==> src/rtl/norm_pkg.sv <==
// Shared definitions for the leading-zero normalizer: default width,
// count-width helper and per-stage shift amount.
// Pure package: no latency, no flow control.
package norm_pkg;

    localparam int DATA_W_DEF = 16;

    // The count must hold DATA_W itself (all-zero input), hence the extra bit.
    function automatic int cnt_w(input int data_w);
        return $clog2(data_w) + 1;
    endfunction

    // Stage k halves the remaining search window: DATA_W/2, DATA_W/4, ... 1.
    function automatic int stage_shift(input int data_w, input int k);
        return data_w >> (k + 1);
    endfunction

endpackage

==> src/rtl/norm_stage.sv <==
// One normalizer step: if the top SHIFT bits are zero, shift left by SHIFT and add SHIFT to the count.
// Latency: 1 cycle (registered output).
// Backpressure: holds all state while en=0.
// Ports: clk/rst, en (advance), in_valid/in_data/in_cnt from the previous stage,
//        out_valid/out_data/out_cnt registered to the next stage.
module norm_stage #(
    parameter int DATA_W   = 16,
    parameter int CW       = 5,
    parameter int SHIFT    = 8,
    parameter bit ZERO_FIX = 1'b0
) (
    input  logic              clk,
    input  logic              rst,
    input  logic              en,
    input  logic              in_valid,
    input  logic [DATA_W-1:0] in_data,
    input  logic [CW-1:0]     in_cnt,
    output logic              out_valid,
    output logic [DATA_W-1:0] out_data,
    output logic [CW-1:0]     out_cnt
);

    logic              top_zero;
    logic [DATA_W-1:0] nxt_data;
    logic [CW-1:0]     nxt_cnt;

    always_comb begin
        top_zero = (in_data[DATA_W-1 -: SHIFT] == '0);
        nxt_data = in_data;
        nxt_cnt  = in_cnt;
        if (top_zero) begin
            nxt_data = in_data << SHIFT;
            nxt_cnt  = in_cnt + CW'(SHIFT);
        end
        // The shift amounts sum to DATA_W-1, so an all-zero word would end one
        // short; the final stage tops the count up to DATA_W.
        if (ZERO_FIX && (nxt_data == '0)) begin
            nxt_cnt = nxt_cnt + CW'(1);
        end
    end

    always_ff @(posedge clk) begin
        if (rst) begin
            out_valid <= 1'b0;
            out_data  <= '0;
            out_cnt   <= '0;
        end else if (en) begin
            out_valid <= in_valid;
            out_data  <= nxt_data;
            out_cnt   <= nxt_cnt;
        end
    end

endmodule

==> src/rtl/shift_normalizer.sv <==
// Normalizes a word (shift left until MSB=1) and reports the leading-zero count.
// Latency: log2(DATA_W) cycles, one word per cycle throughput.
// Backpressure: global stall when out_valid && !out_ready; in_ready drops, all stages hold.
// Ports: clk, rst (sync, active-high); in_valid/in_ready/in_data; out_valid/out_ready/
//        out_data/out_cnt; out_zero only when SHIFT_NORMALIZER_ZERO_FLAG_EN is defined.
module shift_normalizer
    import norm_pkg::*;
#(
    parameter int  DATA_W = DATA_W_DEF,
    localparam int CW     = cnt_w(DATA_W),
    localparam int NS     = $clog2(DATA_W)
) (
    input  logic              clk,
    input  logic              rst,
    input  logic              in_valid,
    output logic              in_ready,
    input  logic [DATA_W-1:0] in_data,
    output logic              out_valid,
    input  logic              out_ready,
    output logic [DATA_W-1:0] out_data,
    output logic [CW-1:0]     out_cnt
`ifdef SHIFT_NORMALIZER_ZERO_FLAG_EN
    ,
    output logic              out_zero
`endif
);

    logic              vld [NS+1];
    logic [DATA_W-1:0] dat [NS+1];
    logic [CW-1:0]     cnt [NS+1];
    logic              stall;

    // Reset overrides the stall so in_ready stays high while rst is asserted;
    // the stage registers are cleared by reset regardless of the enable.
    assign stall    = vld[NS] && !out_ready && !rst;
    assign in_ready = !stall;

    // Stage 0 captures in_valid whenever not stalled, which is exactly
    // in_valid && in_ready.
    assign vld[0] = in_valid;
    assign dat[0] = in_data;
    assign cnt[0] = '0;

    for (genvar k = 0; k < NS; k++) begin : g_stage
        norm_stage #(
            .DATA_W   (DATA_W),
            .CW       (CW),
            .SHIFT    (stage_shift(DATA_W, k)),
            .ZERO_FIX (k == NS - 1)
        ) u_stage (
            .clk       (clk),
            .rst       (rst),
            .en        (!stall),
            .in_valid  (vld[k]),
            .in_data   (dat[k]),
            .in_cnt    (cnt[k]),
            .out_valid (vld[k+1]),
            .out_data  (dat[k+1]),
            .out_cnt   (cnt[k+1])
        );
    end

    assign out_valid = vld[NS];
    assign out_data  = dat[NS];
    assign out_cnt   = cnt[NS];

`ifdef SHIFT_NORMALIZER_ZERO_FLAG_EN
    // A count of DATA_W only arises from an all-zero source word; derived from
    // the output registers, so it is 0 after reset and holds through stalls.
    assign out_zero = out_valid && (out_cnt == CW'(DATA_W));
`endif

endmodule

==> config.mk <==
export PLATFORM = sky130hd
export DESIGN_NAME = shift_normalizer
export DESIGN_NICKNAME = d
export VERILOG_FILES = /design/src/rtl/norm_pkg.sv /design/src/rtl/norm_stage.sv /design/src/rtl/shift_normalizer.sv
export SDC_FILE = /design/constraint.sdc
export NUM_CORES = 1
export LEC_CHECK = 0
export CORE_ASPECT_RATIO = 0.8
export CORE_MARGIN = 2
export CORE_UTILIZATION = 40
export CTS_CLUSTER_DIAMETER = 100
export CTS_CLUSTER_SIZE = 8
export DETAILED_ROUTE_END_ITERATION = 7
export SLEW_MARGIN = 10
export SYNTH_ARGS = -nofsm -noshare
export SYNTH_HDL_FRONTEND = slang
export SYNTH_SLANG_ARGS = --single-unit
==> constraint.sdc <==
create_clock -name clk -period 2.8 [get_ports clk]
set_clock_uncertainty 0.05 [all_clocks]
set_input_delay 0.56 -clock clk [delete_from_list [all_inputs] [get_ports clk]]
set_output_delay 0.56 -clock clk [all_outputs]
set_load 0.05 [all_outputs]
# == After elaboration in Yosys (flattened, before gate mapping) ==
# Index checks and enable logic that the tools add are counted.
# op_classes
add_sub_neg,4
muxes,9
n_reduce_logical,9
# op_table
op,n
two-way mux 16 bit,4
two-way mux 5 bit,4
zero test 16 bit,1
adder 5 x 1 -> 5 bit (second input constant),2
zero test 8 bit,1
adder 5 x 2 -> 5 bit (second input constant),1
adder 5 x 3 -> 5 bit (second input constant),1
zero test 4 bit,1
two-way mux 4 bit,1
zero test 1 bit,3
logical AND 1 bit,2
zero test 2 bit,1
# totals
ff_bits,88
in_bits,20
out_inout_bits,23
word_cells,34

# == Longest topological paths before layout ==
# Gate-level depths: netlist (run 1).
# logic_depth
word_depth,4
depth_mapped,7
depth_no_buf,5

# == Modules after synthesis ==
# A second synthesis (run 1) with hierarchy kept.
# hier_totals
hier_cells,444
hier_area_um2,3973.8
# modules_own_cells
module,instances,cells_each,area_per_inst_um2,seq_area_each_um2
norm_stage at g_stage[3].u_stage,1,118,1164.9,440.4
norm_stage at g_stage[2].u_stage,1,116,945.9,440.4
norm_stage at g_stage[0].u_stage,1,100,944.7,440.4
norm_stage at g_stage[1].u_stage,1,108,905.9,440.4
shift_normalizer,1,2,12.5,0.0

# == Worst setup path before layout (run 1) ==
# Ideal clock, no wire load.
# synth_timing
kind,register to output
from,reg g_stage[3].u_stage.out_valid
to,out in_ready
arrival_ns,1.893
required_time_ns,2.190
path_slack_ns,0.297
path_stages_with_launch,5
n_path_buf,2
cell_sequence,dfxtp_1 -> nor2b_1 -> clkbuf_1 -> buf_1 -> nand2b_1
# synth_between
elab_chain_cells,3
# synth_rtl
element,line_no,source
from (decl),norm_stage.sv:18,"output logic out_valid,"
from (signal assigned),norm_stage.sv:48,out_valid <= in_valid;
logical AND 1 bit (2 in a row),shift_normalizer.sv:35,assign stall = vld[NS] && !out_ready && !rst;
zero test 1 bit,n/a,
to (decl),shift_normalizer.sv:16,"output logic in_ready,"
# Every way passes these cells.

# == Worst setup path in the final report (run 1) ==
# layout_timing
from,in in_data[13]
to,reg g_stage[0].u_stage.out_data[4]
# layout_between
elab_chain_cells,2
# layout_rtl
element,line_no,source
from (decl),shift_normalizer.sv:17,"input logic [DATA_W-1:0] in_data,"
zero test 8 bit,norm_stage.sv:28,top_zero = (in_data[DATA_W-1 -: SHIFT] == '0);
two-way mux 16 bit,norm_stage.sv:31,if (top_zero) begin
to (signal assigned),norm_stage.sv:49,out_data <= nxt_data;
to (decl),norm_stage.sv:19,"output logic [DATA_W-1:0] out_data,"
# Every way passes these cells.
# A chain may end at the register's enable or synchronous reset.

==> results of run 1 <==
-- per-layer routing --
layer / track usage / up-vias / share of wire
met1: 0.234 / 1366 / 0.51
li1: - / 1526 / -
met5: 0 / - / 0
met3: 0.0523 / 10 / 0.042
met2: 0.266 / 61 / 0.44
met4: 0.0506 / 0 / 0.011
-- logic make-up (layout without fill, tap and decap cells) --
kind of cell,Yosys count,after routing,share of synthesized area
muxes,13,13,0.0363
AOI/OAI and AO/OA,102,102,0.199
buffers and inverters,59,70,0.0876
adders and majority gates,1,1,0.00349
DFF,79,79,0.441
and+or+nand+nor,175,175,0.233
-- worst max-delay path, delay by kind of cell --
kind | cells | cell delay, ns
and+or+nand+nor | 3 | 1.44
buffers and inverters | 1 | 0.42
AOI/OAI and AO/OA | 1 | 0.08
-- path summary, 6_finish.rpt --
check / start / endpoint / cells after the start
min reg2reg: g_stage[3].u_stage.out_data[0] / g_stage[3].u_stage.out_data[0] / 2
min: g_stage[3].u_stage.out_data[0] / g_stage[3].u_stage.out_data[0] / 2
max: in_data[13] / g_stage[0].u_stage.out_data[4] / 5
max reg2reg: g_stage[2].u_stage.out_data[15] / g_stage[3].u_stage.out_cnt[0] / 5
-- cell usage in the layout, fill, tap and decap left out, types with 8 or more instances in the layout --
cell              n
o21ai_0          14
nor2_1           58
dfxtp_1          79
a311oi_1         21
buf_4             9
mux2i_1          13
nor3_1           20
clkdlybuf4s50_1  40
a211oi_1         28
nand2_1          61
clkbuf_8          9
a21oi_1          24
nand3_2           8
-- metrics by stage --
step / cell area (um2) / std cells / setup WS (ns) / util / total power, mW
floorplan: 3590 / 429 / 0.297 / - / 1.51
global placement: 3930 / 536 / 0.138 / 0.457 / 1.60
detailed placement: 3930 / 536 / 0.121 / 0.457 / 1.60
CTS: 4100 / 552 / 0.490 / 0.476 / 2.32
global route: 4100 / 552 / 0.427 / 0.476 / 2.41
finish: 4100 / 552 / 0.463 / 0.476 / 2.30
-- synth_stat cells (3+ instances only) --
| master | count | area share |
|---|---|---|
| mux2i_1 | 13 | 0.036 |
| a21oi_1 | 24 | 0.033 |
| nor2_1 | 58 | 0.061 |
| nor4_1 | 4 | 0.0070 |
| dfxtp_1 | 79 | 0.44 |
| nor3_1 | 20 | 0.028 |
| nand3_2 | 8 | 0.022 |
| nand2_1 | 61 | 0.064 |
| clkbuf_1 | 24 | 0.025 |
| o21ai_0 | 14 | 0.020 |
| buf_1 | 7 | 0.0073 |
| a211oi_1 | 28 | 0.059 |
| buf_4 | 22 | 0.046 |
| inv_1 | 3 | 0.0031 |
| nand3_1 | 7 | 0.0098 |
| a311oi_1 | 21 | 0.051 |
-- registers in the layout (all words and copies together) (netlist names) --
signal / cells
g_stage.u_stage.out_valid: 4
g_stage.u_stage.out_data: 64
g_stage.u_stage.out_cnt: 11
-- area by class of cell --
type	instances	area, um2
Fill cell	904	4500
Multi-Input combinational cell	291	1710
Sequential cell	79	1580
Timing Repair Buffer	51	493
Tap cell	112	140
Clock buffer	9	124
Clock inverter	7	40.0
Inverter	3	11.3
-- report_power, final --
| group | leakage, nW | internal (mW) | switching (mW) | total, mW |
|---|---|---|---|---|
| combinational | 0.776 | 0.138 | 0.202 | 0.340 |
| sequential | 0.647 | 1.18 | 0.0547 | 1.24 |
| clock | 0.0846 | 0.313 | 0.406 | 0.719 |
| total | 1.51 | 1.63 | 0.663 | 2.30 |
==> summary.txt, run 1 <==
Run status
  • Outcome: finished, final reports clean

Floorplan
  • I/O pins: 43
  • Die H: about 89 um
  • Core area: around 8600 um2
  • Row cnt: 30
  • Total Die Area: approximately 9700 um2
  • Die width: ~110 um
  • Initial Util: 0.417

STA
  • Peak Freq: 428 MHz
  • Fin crit period: ~2.3 ns
  • Max_slew headroom: 0.423
  • Pins over their slew limit: 0
  • Crit share post-route: 0.835
  • Final hold slack: ~0.4 ns
  • RSZ-0062 raised after global routing: false
  • Setup violators final: 0
  • Worst-Margin Slew: between 0.8 and 0.9 ns
  • Final Hold Viols: 0
  • Fin Setup TNS: 0 ns

Synth
  • Post-Synthesis Cells: 429
  • Synthesized area: between 3000 and 4000 um2
  • Synthesized area per cell: between 8 and 9 um2
  • Post-synthesis register bit count: 79
  • Sequential-to-total area share from yosys stat: 0.441
  • Syn nets: 450
  • Synth Flop Type: dfxtp_1
  • EDFF count, synth: 0
  • Async SR Flop Fraction: 0
  • Distinct cells, synth: between 40 and 50
  • Number of synthesis warnings: 0

Cells and area
  • NumNets Final: about 460
  • Fraction of layout cells with a size suffix above 1: 0.0977
  • Ant. Diodes: 0
  • Area added between synthesis and finish: 14.2%

Place
  • GPL Wtd Cong: between 0.8 and 0.9
  • Port bufs: 42
  • Post-DP HPWL: between 5000 and 6000 um

Drt
  • Remaining DRCs: 0
  • Vias/cell: between 5 and 6
  • Drt pass-1 iters: 4
  • Drt total wl: 7960 um
  • Initial drt markers: 201
  • Drt wl/cell: ~14 um
  • ANT nets after route: 0
  • DR vias: 2,963

Clock tree
  • Cts hold-fix bufs: 0
  • # resized after CTS: 0
  • Post-CTS Repair Setup Buffers: 0
  • Clk buf depth: 2
  • CTS tree: done
  • Clock slew at reported path FFs: approximately 0.07 ns
  • Clk_lat worst skew: 0.35 ns
  • Root buf cell: clkbuf_8
  • H-tree depth: 3
  • Clk sink count: 79
  • Num CTS Buffers: 9

Critical path
  • Crit end category: flop
  • Crit-path slowest cell: or4_1
  • Arrival @ worst endpoint: around 2.5 ns
  • Crit path launch type: input pin
  • Crit path max fanout: 8
  • Worst EP required: about 3.0 ns
  • Worst Path Class, Setup: input pin to flop
  • Worst reg2reg setup slack: between 1 and 1.5 ns
  • CP max stage delay: 0.71 ns
  • Critical path cell sequence: clkdlybuf4s50_1 -> or4_4 -> or4_1 -> nand3_2 -> a21oi_1

GRT
  • Global-route wire length before repair: around 13,000 um
  • Tot GR Track Use: 0.173
  • Initial antenna violation count: 0
  • Largest net degree at the start of global routing: 42
  • Grt total ovfl: 0
  • Vias in the first global route: around 2,700

Pwr
  • P per Cell Area: approximately 560 nW/um2
  • Leakage: between 1.5 and 2 nW
  • Max VDD drop: 0.000295 V

Flow run
  • Max-Cap Viols: 0

Hold path
  • Hold Path Class: flop to flop
(Power assumes the default switching activity.)
==> run 2, diff against run 1 <==
==> constraint.sdc (replaced) <==
create_clock -name clk -period 1.9 [get_ports clk]
set_clock_uncertainty 0.05 [all_clocks]
set_input_delay 0.38 -clock clk [delete_from_list [all_inputs] [get_ports clk]]
set_output_delay 0.38 -clock clk [all_outputs]
set_load 0.05 [all_outputs]
==> summary.txt, run 2 (same netlist as run 1, synthesis figures left out) <==
Pwr
  • Leakage: 1.72 nW (+14%)
  • Clk pwr share: 0.367 (+0.054)
  • Internal power: 2.71 mW (+66%)
  • Seq pwr share: 0.492 (-0.047)
  • Logic pwr share: 0.141 (-0.007)
  • P per Cell Area: 855 nW/um2 (+52%)
  • Net Sw Power: 1.01 mW (+52%)
  • Switching part of the total power: 0.271 (-0.0177)
  • Max VDD drop: 0.000369 V (+25%)
  • Overall Power: 3.71 mW (+62%)

Floorplan
  • I/O pins: 43 (unchanged)
  • Core area: 8600 um2 (unchanged)
  • Initial Util: 0.417 (unchanged)
  • Total Die Area: 9740 um2 (unchanged)
  • Die H: 88.7 um (unchanged)
  • Row cnt: 30 (unchanged)
  • Die width: 110 um (unchanged)

Critical path
  • Crit path max fanout: 8 (unchanged)
  • Crit-path leading delay family: buffers and inverters
  • Crit path launch type: input pin
  • Worst EP required: 1.47 ns (-1.49 ns)
  • Crit-path slowest cell: clkdlybuf4s50_1
  • Arrival @ worst endpoint: 1.40 ns (-1.10 ns)
  • CP max stage delay: 0.47 ns (-0.24 ns)
  • Critical path cell sequence: clkdlybuf4s50_1 -> nor2b_4 -> nand2b_2 -> buf_4
  • Worst reg2reg setup slack: 0.10 ns (-0.91 ns)
  • Worst Path Class, Setup: input pin to output pin
  • Buf/Inv on CP: 2 (+1)
  • Crit end category: output pin

Clock tree
  • Num CTS Buffers: 9 (unchanged)
  • Cts hold-fix bufs: 0 (unchanged)
  • Root buf cell: clkbuf_8
  • Clock slew at reported path FFs: 0.08 ns (about the same)
  • Clk buf depth: 2 (unchanged)
  • Clk_lat worst skew: 0.34 ns (about the same)
  • H-tree depth: 3 (unchanged)
  • Clk sink count: 79 (unchanged)
  • Post-CTS Repair Setup Buffers: 0 (unchanged)
  • CTS tree: done

Cells and area
  • Largest register FFs: 64 (unchanged)
  • Finished Layout Cells: 572 (+3.6%)
  • Design Area, Final: 4340 um2 (+5.9%)
  • Largest register by flop count: g_stage.u_stage.out_data
  • Ant. Diodes: 0 (unchanged)
  • Fraction of layout cells with a size suffix above 1: 0.191 (+0.0936)
  • Fillers: 829 (-8.3%)
  • NumNets Final: 476 (+4.4%)
  • Commonest non-fill, non-tap cell in the layout: dfxtp_1
  • Largest regs: g_stage.u_stage.out_data (64), g_stage.u_stage.out_cnt (11), g_stage.u_stage.out_valid (4)
  • Area added between synthesis and finish: 21.0%
  • Most frequent cells in the layout: 78 x dfxtp_1, 61 x nand2_1, 58 x nor2_1

Drt
  • Remaining DRCs: 0 (unchanged)
  • Drt pass-1 iters: 4 (unchanged)
  • DR vias: 3,037 (+2.5%)
  • Vias/cell: 5.31 (-1.1%)
  • Drt wl/cell: 14.3 um (-0.97%)
  • Drt total wl: 8160 um (+2.6%)
  • ANT nets after route: 0 (unchanged)
  • Initial drt markers: 106 (-47%)

GRT
  • Largest net degree at the start of global routing: 55 (+31%)
  • Global-route wire length before repair: 13,700 um (+4.0%)
  • Tot GR Track Use: 0.180 (+0.00722)
  • Grt total ovfl: 0 (unchanged)
  • Initial antenna violation count: 0 (unchanged)
  • Vias in the first global route: 2,827 (+5.8%)

STA
  • Peak Freq: 546 MHz
  • Setup slack after layout: 0.0701 ns (-0.393 ns)
  • RSZ-0062 raised after global routing: false
  • Max_slew headroom: 0.625 (+0.202)
  • Fin crit period: between 1.5 and 2 ns
  • Final Hold Viols: 0 (unchanged)
  • Setup violators final: 0 (unchanged)
  • Crit share post-route: 0.963
  • Pins over their slew limit: 0 (unchanged)
  • Final hold slack: 0.312 ns (-0.0898 ns)
  • Worst-Margin Slew: 0.562 ns (-0.300 ns)

Place
  • Place WS: -0.440 ns (-0.561 ns)
  • Placed instance area: 4110 um2 (+4.6%)
  • Port bufs: 42 (unchanged)
  • Cells after DPL: 557 (+3.9%)
  • Post-DP HPWL: 5830 um (+3.6%)
  • GPL Wtd Cong: 0.832 (-0.29%)

Flow run
  • Max-Cap Viols: 0 (unchanged)

Hold path
  • Hold Path Class: input pin to flop

Run status
  • Outcome: finished, final reports clean
run 2: cell count changes in the layout (fill, tap and decap cells not counted), moves of 2 or more:
cell	change
bufinv_16	+2
clkdlybuf4s50_1	-25
buf_4	+35
dlymetal6s2s_1	+2
buf_12	+6
clkinv_4	+2
clkinv_2	-4
run 2: what timing repair did:
action,CTS,global route
cloned,0,0
endpoints found under the setup margin,10,16
pin swaps,5,5
gates resized for setup,4,3
run 2: final timing paths:
kind                                                     start                             to  depth (start not counted)
worst max register to register  g_stage[2].u_stage.out_data[0]  g_stage[3].u_stage.out_cnt[3]                          4
worst min register to register    g_stage[1].u_stage.out_valid   g_stage[1].u_stage.out_valid                          2
worst min-delay path                                       rst   g_stage[3].u_stage.out_valid                          2
worst max-delay path                                 out_ready                       in_ready                          4
run 2: layout make-up:
class / count / area (um2) / share of cell area
flip-flops and latches: 79 / 1580 / 0.365
clock buffers: 9 / 124 / 0.0286
inverters: 3 / 11.3 / 0.00260
well taps: 112 / 140 / 0.0323
clock inverters: 7 / 97.6 / 0.0225
repair buffers: 71 / 671 / 0.155
multi-input cells: 291 / 1710 / 0.395
run 2: through the flow:
step           utilization  setup TNS [ns]
3_5_place_dp         0.478           -6.56
4_1_cts              0.505               0
5_1_grt              0.505               0
2_1_floorplan            -               0
6_report             0.505               0
3_3_place_gp         0.478           -5.91
run 2: power groups by stage:
stage / Sequential (mW) / Clock [mW] / Combinational (mW)
3_5_place_dp: 1.87 / 0 / 0.524
3_3_place_gp: 1.86 / 0 / 0.521
5_1_grt: 1.84 / 1.48 / 0.570
2_1_floorplan: 1.83 / 0 / 0.386
4_1_cts: 1.83 / 1.40 / 0.526
6_report: 1.83 / 1.36 / 0.523
run 2: per-layer routing:
metal / vias to the layer above / GRT usage / routed length, um
met5: - / 0 / 0
met3: 12 / 0.0442 / 321
li1: 1568 / - / -
met1: 1400 / 0.235 / 4040
met4: 0 / 0.0679 / 180
met2: 57 / 0.288 / 3620
==> run 3, diff against run 2 <==
--- a/config.mk
+++ b/config.mk
@@ -5,12 +5,15 @@
 export SDC_FILE = /design/constraint.sdc
 export NUM_CORES = 1
 export LEC_CHECK = 0
+export CAP_MARGIN = 15
 export CORE_ASPECT_RATIO = 0.8
 export CORE_MARGIN = 2
 export CORE_UTILIZATION = 40
 export CTS_CLUSTER_DIAMETER = 100
 export CTS_CLUSTER_SIZE = 8
 export DETAILED_ROUTE_END_ITERATION = 7
+export SETUP_SLACK_MARGIN = 0.2
+export SKIP_CTS_REPAIR_TIMING = 1
 export SLEW_MARGIN = 10
 export SYNTH_ARGS = -nofsm -noshare
 export SYNTH_HDL_FRONTEND = slang
==> summary.txt, run 3 (same netlist as run 1, synthesis figures left out) <==
Pwr
  • Leakage: 1.78 nW (+3.1%)
  • Max VDD drop: 0.000427 V (+16%)
  • Clk pwr share: 0.388 (+0.021)
  • Logic pwr share: 0.138 (-0.003)
  • Internal power: 2.87 mW (+6.1%)
  • Net Sw Power: 0.979 mW (-2.6%)
  • P per Cell Area: 881 nW/um2 (+3.0%)
  • Seq pwr share: 0.473 (-0.019)
  • Overall Power: 3.85 mW (+3.8%)
  • Switching part of the total power: 0.254 (-0.0166)

Floorplan
  • Row cnt: 30 (unchanged)
  • Total Die Area: 9740 um2 (unchanged)
  • Core area: 8600 um2 (unchanged)
  • Die H: 88.7 um (unchanged)
  • Initial Util: 0.417 (unchanged)
  • Die width: 110 um (unchanged)
  • I/O pins: 43 (unchanged)

Critical path
  • CP max stage delay: 0.54 ns (+0.07 ns)
  • Crit-path slowest cell: or4_4
  • R2R cell count: 4 (unchanged)
  • Crit end category: flop
  • Reg-to-reg endpoint: g_stage[3].u_stage.out_cnt[0]
  • Arrival @ worst endpoint: 1.85 ns (+0.45 ns)
  • Worst Path Class, Setup: flop to flop
  • Worst reg2reg setup slack: 0.21 ns (+0.11 ns)
  • Crit path max fanout: 6 (-2)
  • Critical path cell sequence: or4_4 -> a2bb2oi_2 -> o311ai_1 -> a21oi_1
  • Worst EP required: 2.07 ns (+0.60 ns)
  • FF-to-FF Start: g_stage[2].u_stage.out_data[15]
  • Crit path launch type: flop

Drt
  • Remaining DRCs: 0 (unchanged)
  • Initial drt markers: 139 (+31%)
  • ANT nets after route: 0 (unchanged)
  • Drt pass-1 iters: 4 (unchanged)
  • Drt total wl: 7960 um (-2.5%)
  • Vias/cell: 5.25 (-1.2%)
  • DR vias: 3,012 (-0.82%)
  • Drt wl/cell: 13.9 um (-2.8%)

STA
  • Max_slew headroom: 0.647 (+0.0218)
  • Crit share post-route: 0.887 (-0.0762)
  • Worst-Margin Slew: 0.529 ns (-0.0326 ns)
  • Final Hold Viols: 0 (unchanged)
  • RSZ-0062 raised after global routing: true
  • Pins over their slew limit: 0 (unchanged)
  • Fin crit period: 1.69 ns (-0.145 ns)
  • Final hold slack: 0.326 ns (+0.0136 ns)
  • Peak Freq: 593 MHz (+8.6%)
  • Setup slack after layout: 0.215 ns (+0.145 ns)
  • Setup violators final: 0 (unchanged)

GRT
  • Vias in the first global route: 2,766 (-2.2%)
  • Grt total ovfl: 0 (unchanged)
  • Largest net degree at the start of global routing: 53 (-3.6%)
  • Tot GR Track Use: 0.175 (-0.00500)
  • Global-route wire length before repair: 13,400 um (-2.3%)
  • Initial antenna violation count: 0 (unchanged)

Run status
  • Outcome: finished, final reports clean

Cells and area
  • Largest regs: g_stage.u_stage.out_data (64), g_stage.u_stage.out_cnt (11), g_stage.u_stage.out_valid (4)
  • Area added between synthesis and finish: 21.8%
  • Commonest non-fill, non-tap cell in the layout: dfxtp_1
  • NumNets Final: 478 (+0.42%)
  • Largest register by flop count: g_stage.u_stage.out_data
  • Most frequent cells in the layout: 77 x dfxtp_1, 61 x nand2_1, 58 x nor2_1
  • Finished Layout Cells: 574 (+0.35%)
  • Ant. Diodes: 0 (unchanged)
  • Largest register FFs: 64 (unchanged)
  • Fraction of layout cells with a size suffix above 1: 0.208 (+0.0165)
  • Final core occ: 0.508 (+0.00349)

Clock tree
  • H-tree depth: 3 (unchanged)
  • CTS tree: done
  • Clock slew at reported path FFs: 0.08 ns (about the same)
  • Clk buf depth: 2 (unchanged)
  • Clk sink count: 79 (unchanged)
  • Num CTS Buffers: 9 (unchanged)
  • Clk_lat worst skew: 0.35 ns (about the same)
  • Root buf cell: clkbuf_8

Hold path
  • End of the worst hold path: g_stage[3].u_stage.out_cnt[1]
  • Hold Path Class: input pin to flop
  • Worst hold path stage count: 2 (unchanged)
  • Hold Crit Start: rst

Flow run
  • Max-Cap Viols: 0 (unchanged)

Place
  • Place WS: -0.413 ns (+0.0273 ns)
  • Cells after DPL: 556 (-0.18%)
  • Port bufs: 42 (unchanged)
  • Post-DP HPWL: 5720 um (-1.9%)
  • GPL Wtd Cong: 0.793 (-4.6%)
==> run 3: cell types whose count changed in the layout (fill, tap and decap cells not counted), moves of 2 or more <==
cell	before	now
buf_4	44	50
buf_12	7	3
dlymetal6s2s_1	2	6
nor3_1	20	16
nor3_2	0	4
clkdlybuf4s50_1	15	12
clkinv_4	2	0
==> run 3: critical path, delay by kind of cell (launching register included) <==
kind | cells | cell delay [ns]
flip-flops | 1 | 0.34
AO/OA/AOI/OAI | 3 | 0.62
AND/OR/NAND/NOR | 1 | 0.54
==> run 3: worst max path at each step <==
| stage | start | endpoint | slack, ns | cells after the start |
|---|---|---|---|---|
| after global placement | in_data[13] | g_stage[0].u_stage.out_data[7] | -0.39 | 5 |
| final | g_stage[2].u_stage.out_data[15] | g_stage[3].u_stage.out_cnt[0] | 0.21 | 4 |
| after detailed placement | in_data[13] | g_stage[0].u_stage.out_data[9] | -0.41 | 7 |
| after global routing | g_stage[2].u_stage.out_data[15] | g_stage[3].u_stage.out_cnt[2] | 0.15 | 4 |
| after CTS | in_data[13] | g_stage[0].u_stage.out_data[9] | -0.04 | 7 |
| after floorplan | in_data[13] | g_stage[0].u_stage.out_data[0] | 0.04 | 5 |
==> run 3: power groups by stage <==
stage	sequential [mW]	combinational (mW)	clock, mW
finish	1.82	0.531	1.50
global route	1.84	0.584	1.60
CTS	1.82	0.527	1.54
detailed placement	1.86	0.526	0
global placement	1.86	0.519	0
floorplan	1.83	0.387	0
==> run 3: final cells by class <==
type / instances / area (um2)
clock buffer: 10 / 138
clock inverter: 6 / 108
fill: 828 / 4230
inverter: 3 / 11.3
multi-input combinational: 291 / 1740
sequential: 79 / 1580
tap: 112 / 140
timing repair buffer: 73 / 647
==> run 3: per-stage QoR <==
step	TNS [ns]	instance area [um2]
global placement	-5.86	4060
global route	0	4370
finish	0	4370
floorplan	0	3600
CTS	-0.204	4300
detailed placement	-6.44	4060
==> run 3: layer usage <==
layer	routed length (um)	vias up	track usage	part of all wire
li1	-	1578	-	-
met1	3890	1344	0.231	0.49
met2	3520	77	0.279	0.44
met3	423	13	0.0449	0.053
met4	125	0	0.0587	0.016
met5	0	-	0	0
